$ cat src/rtl/div_arb_pkg.sv
// div_arb_pkg: shared types for the divider-sharing arbiter.
// Operand width, FSM state encoding and the response bundle.
package div_arb_pkg;

  localparam int DIV_W = 7;

  typedef enum logic [1:0] {
    IDLE,
    ISSUE,
    WAIT,
    RESP
  } state_t;

  typedef struct packed {
    logic [DIV_W-1:0] quot;
    logic [DIV_W-1:0] rem;
    logic             err;
  } div_rsp_t;

endpackage

$ cat src/rtl/div_share_arbiter_if.sv
// div_share_arbiter_if: requester and response handshakes.
// master = client side, slave = arbiter side.
interface div_share_arbiter_if #(
  parameter int NREQ = 4
) ();
  import div_arb_pkg::*;

  localparam int IW = $clog2(NREQ);

  logic [NREQ-1:0]       req_valid;
  logic [NREQ-1:0]       req_ready;
  logic [NREQ*DIV_W-1:0] req_dividend;
  logic [NREQ*DIV_W-1:0] req_divisor;
  logic                  rsp_valid;
  logic                  rsp_ready;
  logic [IW-1:0]         rsp_id;
  logic [DIV_W-1:0]      rsp_quot;
  logic [DIV_W-1:0]      rsp_rem;
  logic                  rsp_err;

  modport master (
    output req_valid,
    output req_dividend,
    output req_divisor,
    output rsp_ready,
    input  req_ready,
    input  rsp_valid,
    input  rsp_id,
    input  rsp_quot,
    input  rsp_rem,
    input  rsp_err
  );

  modport slave (
    input  req_valid,
    input  req_dividend,
    input  req_divisor,
    input  rsp_ready,
    output req_ready,
    output rsp_valid,
    output rsp_id,
    output rsp_quot,
    output rsp_rem,
    output rsp_err
  );

endinterface

$ cat src/rtl/rr_arbiter.sv
// rr_arbiter: combinational round-robin pick from req and ptr,
// pointer advances past the winner when the grant is taken.
module rr_arbiter #(
  parameter int NREQ = 4
) (
  input  logic                    clk,
  input  logic                    rst_n,
  input  logic [NREQ-1:0]         req,
  input  logic                    take,
  output logic [NREQ-1:0]         grant,
  output logic [$clog2(NREQ)-1:0] idx,
  output logic                    any
);

  localparam int IW = $clog2(NREQ);
  localparam logic [IW:0] N = (IW+1)'(NREQ);

  logic [IW-1:0] ptr;
  logic [IW-1:0] nxt;
  logic [IW:0]   sum;

  always_comb begin
    grant = '0;
    idx   = '0;
    any   = 1'b0;
    sum   = '0;
    for (int k = 0; k < NREQ; k++) begin
      sum = {1'b0, ptr} + (IW+1)'(k);
      if (sum >= N) sum = sum - N;
      if (!any && req[sum[IW-1:0]]) begin
        any = 1'b1;
        idx = sum[IW-1:0];
      end
    end
    if (any) grant[idx] = 1'b1;
  end

  assign nxt = (idx == IW'(NREQ-1)) ? '0 : idx + 1'b1;

  always_ff @(posedge clk or negedge rst_n) begin
    if (!rst_n) begin
      ptr <= '0;
    end else if (take && any) begin
      ptr <= nxt;
    end
  end

endmodule

$ cat src/rtl/div_share_arbiter.sv
// div_share_arbiter: round-robin share of one 7-bit divider.
// DIV_ZERO_BYPASS_EN: answer divide-by-zero without the divider.
module div_share_arbiter
  import div_arb_pkg::*;
#(
  parameter int NREQ    = 4,
  parameter int TIMEOUT = 32
) (
  input  logic                  clk,
  input  logic                  rst_n,
  div_share_arbiter_if.slave    bus,
  output logic                  div_start,
  output logic [DIV_W-1:0]      div_dividend,
  output logic [DIV_W-1:0]      div_divisor,
  input  logic [DIV_W-1:0]      div_quot,
  input  logic [DIV_W-1:0]      div_rem,
  input  logic                  div_done,
  output logic                  arb_busy
);

  localparam int IW = $clog2(NREQ);
  localparam int CW = $clog2(TIMEOUT);

  state_t           state;
  logic [CW-1:0]    cnt;
  div_rsp_t         rsp;
  logic [IW-1:0]    id;
  logic             rsp_valid;
  logic [NREQ-1:0]  ready;

  logic [NREQ-1:0]  grant;
  logic [IW-1:0]    gidx;
  logic             any;
  logic             take;
  logic [DIV_W-1:0] g_dvd;
  logic [DIV_W-1:0] g_dvs;

  assign take = (state == IDLE);

  rr_arbiter #(
    .NREQ (NREQ)
  ) u_rr (
    .clk   (clk),
    .rst_n (rst_n),
    .req   (bus.req_valid),
    .take  (take),
    .grant (grant),
    .idx   (gidx),
    .any   (any)
  );

  always_comb begin
    g_dvd = '0;
    g_dvs = '0;
    for (int i = 0; i < NREQ; i++) begin
      if (grant[i]) begin
        g_dvd = bus.req_dividend[DIV_W*i +: DIV_W];
        g_dvs = bus.req_divisor[DIV_W*i +: DIV_W];
      end
    end
  end

  always_ff @(posedge clk or negedge rst_n) begin
    if (!rst_n) begin
      state        <= IDLE;
      cnt          <= '0;
      rsp          <= '0;
      id           <= '0;
      rsp_valid    <= 1'b0;
      ready        <= '0;
      div_start    <= 1'b0;
      div_dividend <= '0;
      div_divisor  <= '0;
    end else begin
      ready     <= '0;
      div_start <= 1'b0;
      case (state)
        IDLE: begin
          if (any) begin
            ready        <= grant;
            id           <= gidx;
            div_dividend <= g_dvd;
            div_divisor  <= g_dvs;
`ifdef DIV_ZERO_BYPASS_EN
            if (g_dvs == '0) begin
              rsp       <= '{quot: '1, rem: g_dvd, err: 1'b1};
              rsp_valid <= 1'b1;
              state     <= RESP;
            end else begin
              div_start <= 1'b1;
              state     <= ISSUE;
            end
`else
            div_start <= 1'b1;
            state     <= ISSUE;
`endif
          end
        end
        ISSUE: begin
          cnt   <= '0;
          state <= WAIT;
        end
        WAIT: begin
          if (div_done) begin
            rsp       <= '{quot: div_quot, rem: div_rem, err: 1'b0};
            rsp_valid <= 1'b1;
            state     <= RESP;
          end else if (cnt == CW'(TIMEOUT-1)) begin
            rsp       <= '{quot: '0, rem: '0, err: 1'b1};
            rsp_valid <= 1'b1;
            state     <= RESP;
          end else begin
            cnt <= cnt + 1'b1;
          end
        end
        RESP: begin
          if (bus.rsp_ready) begin
            rsp_valid <= 1'b0;
            state     <= IDLE;
          end
        end
        default: state <= IDLE;
      endcase
    end
  end

  assign bus.req_ready = ready;
  assign bus.rsp_valid = rsp_valid;
  assign bus.rsp_id    = id;
  assign bus.rsp_quot  = rsp.quot;
  assign bus.rsp_rem   = rsp.rem;
  assign bus.rsp_err   = rsp.err;
  assign arb_busy      = (state != IDLE);

endmodule

$ cat src/flat_wrapper.sv
// flat-port wrapper written by rule: the top's interface ports become plain ports
module div_share_arbiter_flat import div_arb_pkg::*;
#(
  parameter int NREQ    = 4,
  parameter int TIMEOUT = 32
)
  (clk, rst_n, div_start, div_dividend, div_divisor, div_quot, div_rem, div_done, arb_busy, bus_req_valid, bus_req_dividend, bus_req_divisor, bus_rsp_ready, bus_req_ready, bus_rsp_valid, bus_rsp_id, bus_rsp_quot, bus_rsp_rem, bus_rsp_err);
  div_share_arbiter_if #(.NREQ(NREQ)) bus_i ();
  input  logic clk;
  input  logic rst_n;
  output logic div_start;
  output logic [DIV_W-1:0] div_dividend;
  output logic [DIV_W-1:0] div_divisor;
  input  logic [DIV_W-1:0] div_quot;
  input  logic [DIV_W-1:0] div_rem;
  input  logic div_done;
  output logic arb_busy;
  input wire logic [$bits(bus_i.req_valid)-1:0] bus_req_valid;
  input wire logic [$bits(bus_i.req_dividend)-1:0] bus_req_dividend;
  input wire logic [$bits(bus_i.req_divisor)-1:0] bus_req_divisor;
  input wire logic [$bits(bus_i.rsp_ready)-1:0] bus_rsp_ready;
  output wire logic [$bits(bus_i.req_ready)-1:0] bus_req_ready;
  output wire logic [$bits(bus_i.rsp_valid)-1:0] bus_rsp_valid;
  output wire logic [$bits(bus_i.rsp_id)-1:0] bus_rsp_id;
  output wire logic [$bits(bus_i.rsp_quot)-1:0] bus_rsp_quot;
  output wire logic [$bits(bus_i.rsp_rem)-1:0] bus_rsp_rem;
  output wire logic [$bits(bus_i.rsp_err)-1:0] bus_rsp_err;
  assign bus_i.req_valid = bus_req_valid;
  assign bus_i.req_dividend = bus_req_dividend;
  assign bus_i.req_divisor = bus_req_divisor;
  assign bus_i.rsp_ready = bus_rsp_ready;
  assign bus_req_ready = bus_i.req_ready;
  assign bus_rsp_valid = bus_i.rsp_valid;
  assign bus_rsp_id = bus_i.rsp_id;
  assign bus_rsp_quot = bus_i.rsp_quot;
  assign bus_rsp_rem = bus_i.rsp_rem;
  assign bus_rsp_err = bus_i.rsp_err;
  div_share_arbiter #(.NREQ(NREQ), .TIMEOUT(TIMEOUT)) u_core (.clk(clk), .rst_n(rst_n), .bus(bus_i), .div_start(div_start), .div_dividend(div_dividend), .div_divisor(div_divisor), .div_quot(div_quot), .div_rem(div_rem), .div_done(div_done), .arb_busy(arb_busy));
endmodule
$ cat config.mk
export PLATFORM = sky130hd
export DESIGN_NAME = div_share_arbiter_flat
export DESIGN_NICKNAME = d
export VERILOG_FILES = /design/src/rtl/div_arb_pkg.sv /design/src/rtl/div_share_arbiter_if.sv /design/src/rtl/rr_arbiter.sv /design/src/rtl/div_share_arbiter.sv /design/src/flat_wrapper.sv
export SDC_FILE = /design/constraint.sdc
export NUM_CORES = 1
export LEC_CHECK = 0
export CORE_AREA = 2 2 78 80
export DETAILED_ROUTE_END_ITERATION = 10
export DIE_AREA = 0 0 80 82
export PLACE_DENSITY = 0.83
export REMOVE_ABC_BUFFERS = 1
export SLEW_MARGIN = 20
export SYNTH_ARGS = -nofsm -noshare
export SYNTH_HDL_FRONTEND = slang
export SYNTH_SLANG_ARGS = --single-unit
$ cat constraint.sdc
create_clock -name clk -period 4 [get_ports clk]
set_input_delay 0.6 -clock clk [delete_from_list [all_inputs] [get_ports clk]]
set_output_delay 0.6 -clock clk [all_outputs]
set_load 0.03 [all_outputs]
==> results of run 1 <==
-- power groups by stage --
stage	Clock, uW	Combinational, uW	Sequential (uW)
floorplan	0	669	1120
finish	287	1630	788
CTS	296	1640	788
global placement	0	1590	786
global route	320	1770	814
detailed placement	0	1620	796
-- layout make-up --
class | count | area (um^2)
Clock inverter | 1 | 5.00
Sequential cell | 46 | 1150
Timing Repair Buffer | 119 | 1180
Clock buffer | 7 | 86.3
Multi-Input combinational cell | 168 | 1120
Fill cell | 499 | 2030
Tap cell | 75 | 93.8
Inverter | 22 | 82.6
-- metal layers --
| metal | track usage [%] | up-vias | part of all wire (%) |
|---|---|---|---|
| met2 | 36.7 | 104 | 50 |
| met5 | 0 | - | 0 |
| met4 | 6.61 | 0 | 1.6 |
| met3 | 5.49 | 10 | 8.4 |
| met1 | 22.7 | 1082 | 40 |
| li1 | - | 1121 | - |
-- flip-flops by register name, summed over array words and instances (netlist names) --
register	flops
u_core.bus.rsp_valid	1
u_core.bus.rsp_err	1
u_core.cnt	5
u_core.bus.req_ready	4
u_core.bus.rsp_rem	7
u_core.div_start	1
u_core.bus.rsp_id	2
u_core.state	2
u_core.bus.rsp_quot	7
u_core.u_rr.ptr	2
u_core.div_dividend	7
u_core.div_divisor	7
-- cells by family after synthesis --
group           synth area share, %
compound gates                 25.3
fa+ha+maj                      5.17
buf+inv                        6.52
flops                          47.6
mux                           0.466
simple gates                   14.9
-- stage by stage --
| step | cell area (um^2) | total power [uW] | utilization, % |
|---|---|---|---|
| global route | 3710 | 2900 | 64.7 |
| floorplan | 2340 | 1780 | - |
| CTS | 3710 | 2720 | 64.6 |
| detailed placement | 3620 | 2420 | 63.0 |
| global placement | 3620 | 2380 | 63.0 |
| finish | 3710 | 2710 | 64.7 |
-- critical path: cells and delay by family --
kind / cells / cell delay [ns]
simple gates: 2 / 0.52
fa+ha+maj: 1 / 0.50
buf+inv: 2 / 0.78
compound gates: 4 / 0.78
-- cell usage in the layout, fill, tap and decap left out, types with 3 or more instances in the layout --
cell	Yosys	routed
inv_1	22	22
a21oi_1	47	47
ha_1	10	10
nor2_1	18	18
clkdlybuf4s50_1	0	114
and2_1	5	5
a22o_1	14	14
nand2b_1	4	4
nand3b_1	14	14
dfrtp_1	46	46
clkbuf_8	0	6
a221o_1	14	14
nor2b_1	3	3
nand2_1	9	9
o21ai_0	7	7
nand3_1	4	4
or3_1	3	3
buf_4	1	5
-- path summary, 6_finish.rpt --
check | depth (start not counted) | startpoint | slack [ns] | to
min reg2reg | 2 | u_core.bus.rsp_id[0] | 0.48 | u_core.bus.rsp_id[0]
min in group clk | 2 | u_core.bus.rsp_id[0] | 0.48 | u_core.bus.rsp_id[0]
max | 9 | bus_req_valid[2] | 1.04 | u_core.div_divisor[1]
min | 1 | rst_n | 0.29 | u_core.bus.rsp_quot[3]
max in group asynchronous | 1 | rst_n | 3.31 | u_core.bus.rsp_quot[1]
max reg2reg | 7 | u_core.u_rr.ptr[0] | 1.53 | u_core.div_dividend[1]
==> out/metrics.cfg, run 1 <==
[global_route]
grt_overflow_total=0
grt_pass1_wl_mm=10.4
grt_start_max_net_pins=47
antenna_found_initial=0
grt_pass1_vias=2286
grt.total_usage_pct=20.1

[worst_setup_path]
cp_data_arrival_time_ns=3.18
critPathCaptureType=register
cp_cell_sequence=clkdlybuf4s50_1 -> nor2b_1 -> o21a_1 -> nor3_1 -> ha_1 -> buf_4 -> a21oi_1 -> a221o_1 -> a21oi_1
cp.required_ns=4.22
worst-setup-path-type=in -> reg
cpPeakStageDelay_ns=0.51
startpoint_type=input port
crit_top_cell=a21oi_1
path_max_fanout=16
cp_slowest_cell=clkdlybuf4s50_1

[clock_network]
postCtsHoldBufs=0
clkSlewWorstSetupHoldPaths_ns=0.08
htreeDepth=2
cts_made_buffers=5
cts_tree=yes
clock_latency_ns=0.29
clock_path_buffers=2
cts.sinks=46
cts_root_buf=clkbuf_8
cts_resized=0
post_cts_buffers=0

[die]
io_pins=116
die-area_um2=6560
die_height_um=82
rows=28
core_area_um2=5750
die_w_um=80
start_util_pct=42.1

[power]
p_switching_uw=1170
power_frac_seq_pct=29.1
p_per_area_nw_per_um2=729
p_clk_share_pct=10.6
intPower_uw=1530
comb_power_share_pct=60.3
swShare_pct=43.4
vdd_drop_max_v=0.000359
leakagePower_uw=0.00161

[timing]
finalSetupViolCount=0
rsz0062_at_grt=no
slew_headroom_pct=34.2
min_period_over_period_pct=74.0
finClkSkew_ns=0.00593
min_period_ns=2.96
slew_viol_final=0
timing.final.ws_setup_ns=1.04
max_freq_mhz=338
worstMarginPinSlew_ns=0.988
finalHoldViolations=0
setup_tns_ns=0
hold_slack_ns=0.294

[synth]
synth_edf_count=0
synth_top_area_share_pct=47.6
synth-main-ff-cell=dfrtp_1
yosysSeqAreaShare_pct=47.6
netlist-cell-type-count=33
ys_top_cells_by_count=a21oi_1 (47), dfrtp_1 (46), inv_1 (22)
async_flop_share_pct=100
yosys-top-cells-area=dfrtp_1 (48%), a21oi_1 (9.7%), a221o_1 (5.8%), ha_1 (5.2%), a22o_1 (5.1%)
ys_seq_elements=46
ys.warnings.count=0
synth.most_common_cell=a21oi_1
synth.avg_cell_area_um2=9.52
syn_area_um2=2420
yosys.area.top_type=dfrtp_1
synth_cells=254

[routing]
drc=0
postRouteAntennaNets=0
vias=2317
initialDrtViolationCount=89
wirelength_mm=6.65
routedWlPerCell_um=15.2
avgViaCountPerCell=5.29
dr.pass1.iters=4

[status]
status=finished, final reports clean

[placed_design]
portBuffers=115
hpwl_mm=4.83
dpl.cell_count=430
preCtsSetupSlack_ns=0.766
place_congestion=0.801

[run]
drv_cap=0

[layout]
fin_nets=450
area_growth_pct=53.6
antennaDiodeCount=0
drive_gt1_share_pct=4.13
fin_cells=438

[hold_path]
hold_path_class=in -> async

No activity file was read; power rests on OpenSTA's default activity.
==> run 2: changes to the inputs <==
--- a/config.mk
+++ b/config.mk
@@ -5,10 +5,10 @@
 export SDC_FILE = /design/constraint.sdc
 export NUM_CORES = 1
 export LEC_CHECK = 0
-export CORE_AREA = 2 2 78 80
+export CORE_AREA = 2 2 84 86
 export DETAILED_ROUTE_END_ITERATION = 10
-export DIE_AREA = 0 0 80 82
-export PLACE_DENSITY = 0.83
+export DIE_AREA = 0 0 86 88
+export PLACE_DENSITY = 0.76
 export REMOVE_ABC_BUFFERS = 1
 export SLEW_MARGIN = 20
 export SYNTH_ARGS = -nofsm -noshare
==> constraint.sdc (replaced) <==
create_clock -name clk -period 2.7 [get_ports clk]
set_input_delay 0.405 -clock clk [delete_from_list [all_inputs] [get_ports clk]]
set_output_delay 0.405 -clock clk [all_outputs]
set_load 0.03 [all_outputs]
==> out/metrics.cfg, run 2 (synthesized netlist as in run 1, its figures left out) <==
[worst_setup_path]
rr_worst_depth=7  ; unchanged
startpoint_type=input port
cp.required_ns=2.93  ; -1.29 ns
cp_slowest_cell=clkdlybuf4s50_1
critPathCaptureType=register
cp_data_arrival_time_ns=2.63  ; -0.55 ns
cp_cell_sequence=clkdlybuf4s50_1 -> nand2b_1 -> a21oi_1 -> or3_1 -> ha_1 -> nand3b_1 -> a221o_1 -> a21oi_1
path_max_fanout=15  ; -1
crit_top_cell=a21oi_1
worstSetupStartpoint=bus_req_valid[0]
cpPeakStageDelay_ns=0.53  ; +0.02 ns
rr_startpoint=u_core.u_rr.ptr[0]
worst-setup-path-type=in -> reg
r2r_end=u_core.div_dividend[1]
worst-path-buf-inv=1  ; -1
cp_top_family=compound AO/OA/AOI/OAI gates
reg2reg_setup_slack_ns=0.47  ; -1.06 ns

[status]
status=finished, final reports clean

[clock_network]
clkSlewWorstSetupHoldPaths_ns=0.09  ; about the same
cts_resized=0  ; unchanged
clock_latency_ns=0.30  ; about the same
post_cts_buffers=0  ; unchanged
cts.sinks=46  ; unchanged
htreeDepth=2  ; unchanged
cts_tree=yes
clock_path_buffers=2  ; unchanged
cts_root_buf=clkbuf_8
postCtsHoldBufs=0  ; unchanged
cts_made_buffers=5  ; unchanged

[layout]
fin_nets=459  ; +2.0%
nFillCells=615  ; +23%
antennaDiodeCount=0  ; unchanged
multi_input_area_um2=1120  ; unchanged
final_common_cell=clkdlybuf4s50_1
final_cell_mix=clkdlybuf4s50_1 (114), a21oi_1 (47), dfrtp_1 (46), inv_1 (22), nor2_1 (18)
drive_gt1_share_pct=6.72  ; +2.6 points
ff_latch_area_um2=1150  ; unchanged
stdcell_area_um2=3810  ; +2.7%
area_growth_pct=57.7

[routing]
avgViaCountPerCell=5.11  ; -3.4%
drc=0  ; unchanged
wirelength_mm=6.55  ; -1.4%
vias=2309  ; -0.35%
postRouteAntennaNets=0  ; unchanged
dr.pass1.iters=4  ; unchanged
routedWlPerCell_um=14.5  ; -4.5%
initialDrtViolationCount=66  ; -26%

[placed_design]
place_congestion=0.750  ; -6.4%
placed_cell_area_um2=3720  ; +2.7%
portBuffers=115  ; unchanged
hpwl_mm=4.90  ; +1.3%

[timing]
slew_headroom_pct=62.1  ; +28 points
min_period_ns=2.40
finalHoldViolations=0  ; unchanged
worstMarginPinSlew_ns=0.569  ; -0.419 ns
slew_viol_final=0  ; unchanged
finClkSkew_ns=0.00781  ; +0.00188 ns
max_freq_mhz=417
rsz0062_at_grt=no
min_period_over_period_pct=88.9
finalSetupViolCount=0  ; unchanged

[die]
die_height_um=88  ; +7.3%
die-area_um2=7570  ; +15%
core_area_um2=6640  ; +16%
start_util_pct=36.4  ; -5.7 points
rows=30  ; +7.1%
io_pins=116  ; unchanged
die_w_um=86  ; +7.5%

[global_route]
antenna_found_initial=0  ; unchanged
grt.total_usage_pct=17.4  ; -2.7 points
grt_overflow_total=0  ; unchanged
grt_pass1_wl_mm=10.5  ; +1.1%
grt_pass1_vias=2292  ; +0.26%
grt_start_max_net_pins=47  ; unchanged

[run]
drv_cap=0  ; unchanged

[power]
p_per_area_nw_per_um2=1070  ; +47%
vdd_drop_max_v=0.000347  ; -3.3%
power.total_uw=4070  ; +51%
leakagePower_uw=0.00165  ; +2.8%

[hold_path]
hold_path_class=in -> async

run 2: cell count changes in the layout (fill, tap and decap cells not counted):
cell	before	now
clkinvlp_4	0	2
inv_6	0	1
buf_12	0	2
clkbuf_8	6	5
clkbuf_1	1	0
buf_4	5	12
clkinv_2	1	0
run 2: final cells by class:
class	count	area share, %
Timing Repair Buffer	128	33.3
Sequential cell	46	30.2
Multi-Input combinational cell	168	29.3
Tap cell	80	2.62
Inverter	22	2.16
Clock buffer	5	1.80
Clock inverter	3	0.623
run 2: metal layers:
layer	part of all wire, %	track usage, %
met5	0	0
met3	8.2	5.00
met4	1.1	5.92
met1	40	19.6
met2	51	31.6
run 2: how the worst max path moves through the flow:
stage	slack, ns	cells after the start	endpoint
finish	0.30	8	u_core.div_dividend[1]
global route	0.10	8	u_core.div_divisor[4]
CTS	0.27	8	u_core.div_dividend[1]
detailed placement	-0.04	8	u_core.div_dividend[1]
global placement	0.06	8	u_core.div_divisor[1]
floorplan	-0.49	3	u_core.bus.req_ready[0]
run 2: report_power, final:
group / total, uW / leakage (uW) / switching [uW] / internal, uW
Clock: 433 / 0.0000408 / 248 / 185
Combinational: 2480 / 0.00104 / 1350 / 1130
Sequential: 1160 / 0.000566 / 171 / 992
run 2: per-stage QoR:
| stage | hold WS [ns] | setup WS (ns) | instances | TNS (ns) | utilization [%] |
|---|---|---|---|---|---|
| 6_report | 0.0930 | 0.299 | 452 | 0 | 57.4 |
| 5_1_grt | 0.143 | 0.105 | 452 | 0 | 57.4 |
| 4_1_cts | 0.311 | 0.274 | 452 | 0 | 57.4 |
| 3_5_place_dp | 0.467 | -0.0429 | 444 | -0.107 | 56.0 |
| 3_3_place_gp | 0.474 | 0.0566 | 444 | 0 | 56.0 |
| 2_1_floorplan | 0.109 | -0.494 | 236 | -8.47 | - |
==> run 3: changes to the inputs <==
--- a/config.mk
+++ b/config.mk
@@ -5,6 +5,7 @@
 export SDC_FILE = /design/constraint.sdc
 export NUM_CORES = 1
 export LEC_CHECK = 0
+export CAP_MARGIN = 15
 export CORE_AREA = 2 2 84 86
 export DETAILED_ROUTE_END_ITERATION = 10
 export DIE_AREA = 0 0 86 88
==> results of run 3 <==
The final DEF is identical to that of run 2; final timing and power are the same.
